## src/rtl/risc_pkg.sv

```systemverilog
// Shared fetch-stage types: FSM state encoding and the {pc,instr} entry carried to decode.
package risc_pkg;

  localparam int unsigned INST_ADDR_W = 12;
  localparam int unsigned INST_DATA_W = 32;

  typedef enum logic [1:0] {
    S_BOOT,
    S_RUN,
    S_HALT
  } fetch_state_e;

  typedef struct packed {
    logic [INST_ADDR_W-1:0] pc;
    logic [INST_DATA_W-1:0] instr;
  } fetch_entry_t;

endpackage

```

## src/rtl/fetch_skid_fifo.sv

```systemverilog
// Two-entry skid FIFO between the IMEM response and decode; head holds the last popped
// value when empty so the presented pc/instr never float.
module fetch_skid_fifo #(
  parameter int unsigned W = 44
) (
  input  logic         clk,
  input  logic         rst,
  input  logic         push,
  input  logic [W-1:0] din,
  input  logic         pop,
  input  logic         flush,
  output logic [W-1:0] dout,
  output logic [1:0]   count
);

  logic [W-1:0] e0_q, e1_q;
  logic [1:0]   cnt_q;

  always_ff @(posedge clk) begin
    if (rst) begin
      e0_q  <= '0;
      e1_q  <= '0;
      cnt_q <= '0;
    end else if (flush) begin
      cnt_q <= '0;
    end else begin
      cnt_q <= cnt_q + {1'b0, push} - {1'b0, pop};
      if (pop && cnt_q == 2'd2)
        e0_q <= e1_q;
      // New data lands in the head slot when it is (or is becoming) the only entry.
      if (push) begin
        if (cnt_q == 2'd0 || (cnt_q == 2'd1 && pop))
          e0_q <= din;
        else
          e1_q <= din;
      end
    end
  end

  assign dout  = e0_q;
  assign count = cnt_q;

endmodule

```

## src/rtl/inst_fetch_unit.sv

```systemverilog
// Instruction fetch stage: PC/FSM ownership, credit-based IMEM issue with 1-cycle read
// latency, and a valid/ready hand-off of {pc,instr} to decode.
module inst_fetch_unit #(
  parameter int unsigned            INST_ADDR_W = 12,
  parameter int unsigned            INST_DATA_W = 32,
  parameter logic [INST_ADDR_W-1:0] RESET_PC    = '0,
  parameter int unsigned            CNT_W       = 32
) (
  input  logic                   clk,
  input  logic                   rst,
  output logic                   imem_en,
  output logic [INST_ADDR_W-1:0] imem_addr,
  input  logic [INST_DATA_W-1:0] imem_instr,
  input  logic                   redirect_valid,
  input  logic [INST_ADDR_W-1:0] redirect_pc,
  input  logic                   halt,
  output logic                   if_valid,
  input  logic                   if_ready,
  output logic [INST_ADDR_W-1:0] if_pc,
  output logic [INST_DATA_W-1:0] if_instr,
  output logic                   halted,
  output logic [CNT_W-1:0]       fetch_cnt
);

  import risc_pkg::*;

  localparam int unsigned EW = INST_ADDR_W + INST_DATA_W;

  fetch_state_e           state_q;
  logic [INST_ADDR_W-1:0] pc_q;
  logic [INST_ADDR_W-1:0] inflight_pc_q;
  logic                   inflight_q;
  logic [CNT_W-1:0]       fetch_cnt_q;

  logic [1:0]    count;
  logic [2:0]    credit;
  logic          pop, push, issue;
  logic [EW-1:0] head;

  assign if_valid = (count != 2'd0) && !redirect_valid;
  assign pop      = if_valid && if_ready;
  assign push     = inflight_q && !redirect_valid;

  // Occupancy after this cycle's pop; counting the in-flight read keeps the FIFO from
  // ever overflowing, and the if_ready term lets issue continue with no bubble.
  assign credit = {1'b0, count} + {2'b00, inflight_q} - {2'b00, pop};
  assign issue  = (state_q == S_RUN) && !halt && !redirect_valid && (credit < 3'd2);

  assign imem_en   = issue;
  assign imem_addr = pc_q;
  assign if_pc     = head[EW-1:INST_DATA_W];
  assign if_instr  = head[INST_DATA_W-1:0];
  assign halted    = (state_q == S_HALT) && (count == 2'd0) && !inflight_q;
  assign fetch_cnt = fetch_cnt_q;

  fetch_skid_fifo #(
    .W(EW)
  ) u_skid (
    .clk  (clk),
    .rst  (rst),
    .push (push),
    .din  ({inflight_pc_q, imem_instr}),
    .pop  (pop),
    .flush(redirect_valid),
    .dout (head),
    .count(count)
  );

  always_ff @(posedge clk) begin
    if (rst) begin
      state_q       <= S_BOOT;
      pc_q          <= RESET_PC;
      inflight_q    <= 1'b0;
      inflight_pc_q <= '0;
      fetch_cnt_q   <= '0;
    end else begin
      case (state_q)
        S_BOOT:  state_q <= S_RUN;
        S_RUN:   if (halt && !redirect_valid) state_q <= S_HALT;
        S_HALT:  if (redirect_valid) state_q <= S_RUN;
        default: state_q <= S_BOOT;
      endcase

      if (redirect_valid) begin
        pc_q       <= redirect_pc;
        inflight_q <= 1'b0;
      end else begin
        inflight_q <= issue;
        if (issue) begin
          inflight_pc_q <= pc_q;
          pc_q          <= pc_q + 1'b1;
        end
      end

      if (pop && fetch_cnt_q != '1)
        fetch_cnt_q <= fetch_cnt_q + 1'b1;
    end
  end

endmodule
```

## config.mk

```make
export PLATFORM = sky130hd
export DESIGN_NAME = inst_fetch_unit
export DESIGN_NICKNAME = d
export VERILOG_FILES = /design/src/rtl/risc_pkg.sv /design/src/rtl/fetch_skid_fifo.sv /design/src/rtl/inst_fetch_unit.sv
export SDC_FILE = /design/constraint.sdc
export NUM_CORES = 1
export LEC_CHECK = 0
export ABC_AREA = 1
export CORE_MARGIN = 1.5
export CORE_UTILIZATION = 52
export DETAILED_ROUTE_END_ITERATION = 6
export MAX_ROUTING_LAYER = met4
export PLACE_DENSITY = 0.82
export REMOVE_ABC_BUFFERS = 1
export SYNTH_ARGS = -nofsm -noshare
export SYNTH_HDL_FRONTEND = slang
export SYNTH_SLANG_ARGS = --single-unit
```

## constraint.sdc

```tcl
create_clock -name clk -period 4.5 [get_ports clk]
set_clock_uncertainty 0.15 [all_clocks]
set_input_delay 0.9 -clock clk [delete_from_list [all_inputs] [get_ports clk]]
set_output_delay 0.9 -clock clk [all_outputs]
set_load 0.01 [all_outputs]
```

==> results.tsv <==
stage	metric	value	unit
global_routing	initial antenna violation count	0	
sta	fmax	249	MHz
global_routing	first-pass GRT wire length	29400	um
floorplan	Die X-Extent	119	um
place	RePlAce Congestion	0.929	
clock_tree	CTS Sinks	149	
detailed_routing	via count	6980	
place	port buffer count	139	
hold_path	min-delay src	u_skid.e1_q[20]	
layout	layout cell share with drive strength beyond 1	5.06	%
clock_tree	CTS Buf Count	17	
worst_setup_path	worst r2r dst	imem_addr[10]	
sta	fin crit period	4.02	ns
hold_path	Worst Hold End	u_skid.e1_q[20]	
global_routing	Tot GR Track Use	26.3	%
floorplan	Die Height	119	um
worst_setup_path	Crit. End Element	primary output	
synth	cell count after synthesis	1055	
sta	Slew Limit Fails	0	
sta	crit share post-route	89.4	%
floorplan	full die area	14200	um2
power	Max rail drop VDD	0.276	mV
hold_path	Hold Crit Depth	2	
clock_tree	clock tree buffer depth	2	
power	Leak	3.62	nW
clock_tree	H-Tree Depth	4	
clock_tree	post-CTS setup buffer count	0	
worst_setup_path	Critical Path AT	2.97	ns
synth	Post-Syn Area	7040	um2
detailed_routing	1st-iter DRT viols	550	
layout	# diodes	0	
detailed_routing	drt total wl	17700	um
run_status	outcome	finished, final reports clean	
sta	final worst slack	0.478	ns
detailed_routing	DRT Pass-1 Iters	5	
worst_setup_path	Crit Path Class	in -> out	
global_routing	Overflow after GRT	0	
layout	most frequent cells in the layout	280 x nand2_1, 149 x dfxtp_1, 141 x nor2_1	
worst_setup_path	crit path launch type	primary input	
place	Post-DP HPWL	11500	um
sta	Slew HR	47.7	%
worst_setup_path	worst-path fanout max	2	
clock_tree	Hold Buf Count CTS	0	
floorplan	Initial Util	53.1	%
synth	yosys warns	0	
clock_tree	CTS clk-pin slew, worst paths	0.06	ns
layout	Non-Filler Instances	1362	
sta	Fin. Hold Viols	0	
job	Max Cap Violations	0	
synth	post-synthesis sequential area ratio	42.4	%
detailed_routing	drt via density	5.12	
synth	syn avg cell area	6.67	um2
layout	nets@finish	1228	
synth	Distinct cells, synth	31	
floorplan	row count	42	
detailed_routing	Post-route DRC	0	
clock_tree	CTS root buf	clkbuf_16	
synth	Synth Register Bits	149	
detailed_routing	drt wl/cell	13.0	um
place	DP Worst Slack	0.0494	ns
hold_path	min-delay worst type	reg -> reg	
sta	setup TNS	0	ns
worst_setup_path	CP required	3.45	ns
place	cell total after placement	1330	
layout	Area Growth Syn to Fin	29.1	%
global_routing	number of global-route vias before repair	6192	
worst_setup_path	worst reg2reg setup slack	1.24	ns
clock_tree	Skew-Pair Late Insertion Delay	0.42	ns
floorplan	Core Footprint	13200	um2
layout	Fillers	1186	
detailed_routing	post-route ant nets	0	
global_routing	largest net degree at the start of global routing	89	
worst_setup_path	Worst R2R Path Depth	16	
clock_tree	CTS tree	yes	
sta	RSZ-0062 raised after global routing	no	
clock_tree	cts repair resizes	0	
floorplan	Ports	140	
sta	Slew @ Worst Pin	0.784	ns
worst_setup_path	reg2reg start	u_skid.count[1]	
sta	endpoints failing setup	0	
power	Pwr Density	322	nW/um2
layout	most common cell after layout, fill and taps aside	nand2_1	
[power breakdown]
| group | internal [W] | switching [W] | leakage (nW) | total, W |
|---|---|---|---|---|
| sequential | 0.00134 | 0.0000201 | 1.20 | 0.00136 |
| combinational | 0.0000905 | 0.0000939 | 2.13 | 0.000184 |
| clock | 0.000822 | 0.000558 | 0.283 | 0.00138 |
[area by class of cell]
| type | instances | area (um2) | share of cell area, % |
|---|---|---|---|
| Multi-Input combinational cell | 742 | 3380 | 37.2 |
| Clock inverter | 10 | 95.1 | 1.05 |
| Clock buffer | 22 | 484 | 5.33 |
| Inverter | 112 | 420 | 4.63 |
| Sequential cell | 149 | 2980 | 32.8 |
| Tap cell | 176 | 220 | 2.42 |
| Timing Repair Buffer | 151 | 1500 | 16.5 |
[synthesized netlist by cell type, drive strengths merged]
cell	n	area, um2
nand3	53	265
clkinv	4	15.0
inv	108	405
nand4	5	37.5
a31oi	2	12.5
clkbuf	25	93.8
nand2	285	1100
a21oi	90	450
nor3	4	31.3
a211oi	2	15.0
buf	27	166
nand3b	1	7.51
fa	1	20.0
ha	5	62.6
a22oi	2	15.0
xor2	11	96.3
o21ai	127	636
dfxtp	149	2980
xnor2	8	70.1
nor2	145	552
or2	1	6.26
[state kept, by name, indices dropped and copies added (netlist names)]
name / cells
u_skid.dout: 44
u_skid.count: 2
state_q: 2
inflight_pc_q: 12
u_skid.e1_q: 44
fetch_cnt: 32
inflight_q: 1
imem_addr: 12
[worst max-delay path by stage]
| stage | start | endpoint | slack, ns |
|---|---|---|---|
| 2_1_floorplan | if_ready | imem_en | 0.24 |
| 3_3_place_gp | if_ready | imem_en | 0.04 |
| 3_5_place_dp | if_ready | imem_en | 0.05 |
| 4_1_cts | if_ready | imem_en | 0.01 |
| 5_1_grt | if_ready | imem_en | 0.35 |
| 6_report | if_ready | imem_en | 0.48 |
[per-layer routing]
layer  track usage (%)  share of wire, %  wire (um)  vias to the layer above
li1                  -                 -          -                     3585
met1              34.8                47       8310                     3156
met2              40.1                46       8110                      211
met3              5.84               5.7       1010                       28
met4              8.85               1.7        308                        0
met5                 -                 0          0                        -
[cells by family after synthesis]
family | Yosys count | share of synthesized area, %
compound gates | 223 | 16.0
xor+xnor | 19 | 2.36
fa+ha+maj | 6 | 1.17
buf+inv | 164 | 9.67
flops | 149 | 42.4
simple gates | 494 | 28.4
[critical path, stage by stage]
cell	delay (ns)
clkdlybuf4s50_1	0.49
inv_1	0.07
nor3_4	0.17
ha_1	0.25
inv_1	0.07
nand2_1	0.06
fa_1	0.48
nand3_1	0.09
nor2_2	0.19
dlymetal6s2s_1	0.19
[metrics by stage]
stage | hold slack [ns] | utilization, % | instance area (um2) | total power (W)
6_report | 0.297 | 68.6 | 9090 | 0.00292
5_1_grt | 0.323 | 68.6 | 9090 | 0.00302
4_1_cts | 0.297 | 68.6 | 9080 | 0.00294
3_5_place_dp | 0.288 | 64.2 | 8500 | 0.00157
3_3_place_gp | 0.283 | 64.2 | 8500 | 0.00157
2_1_floorplan | 0.276 | - | 6780 | 0.00146
Power figures use the tool's default switching activity.
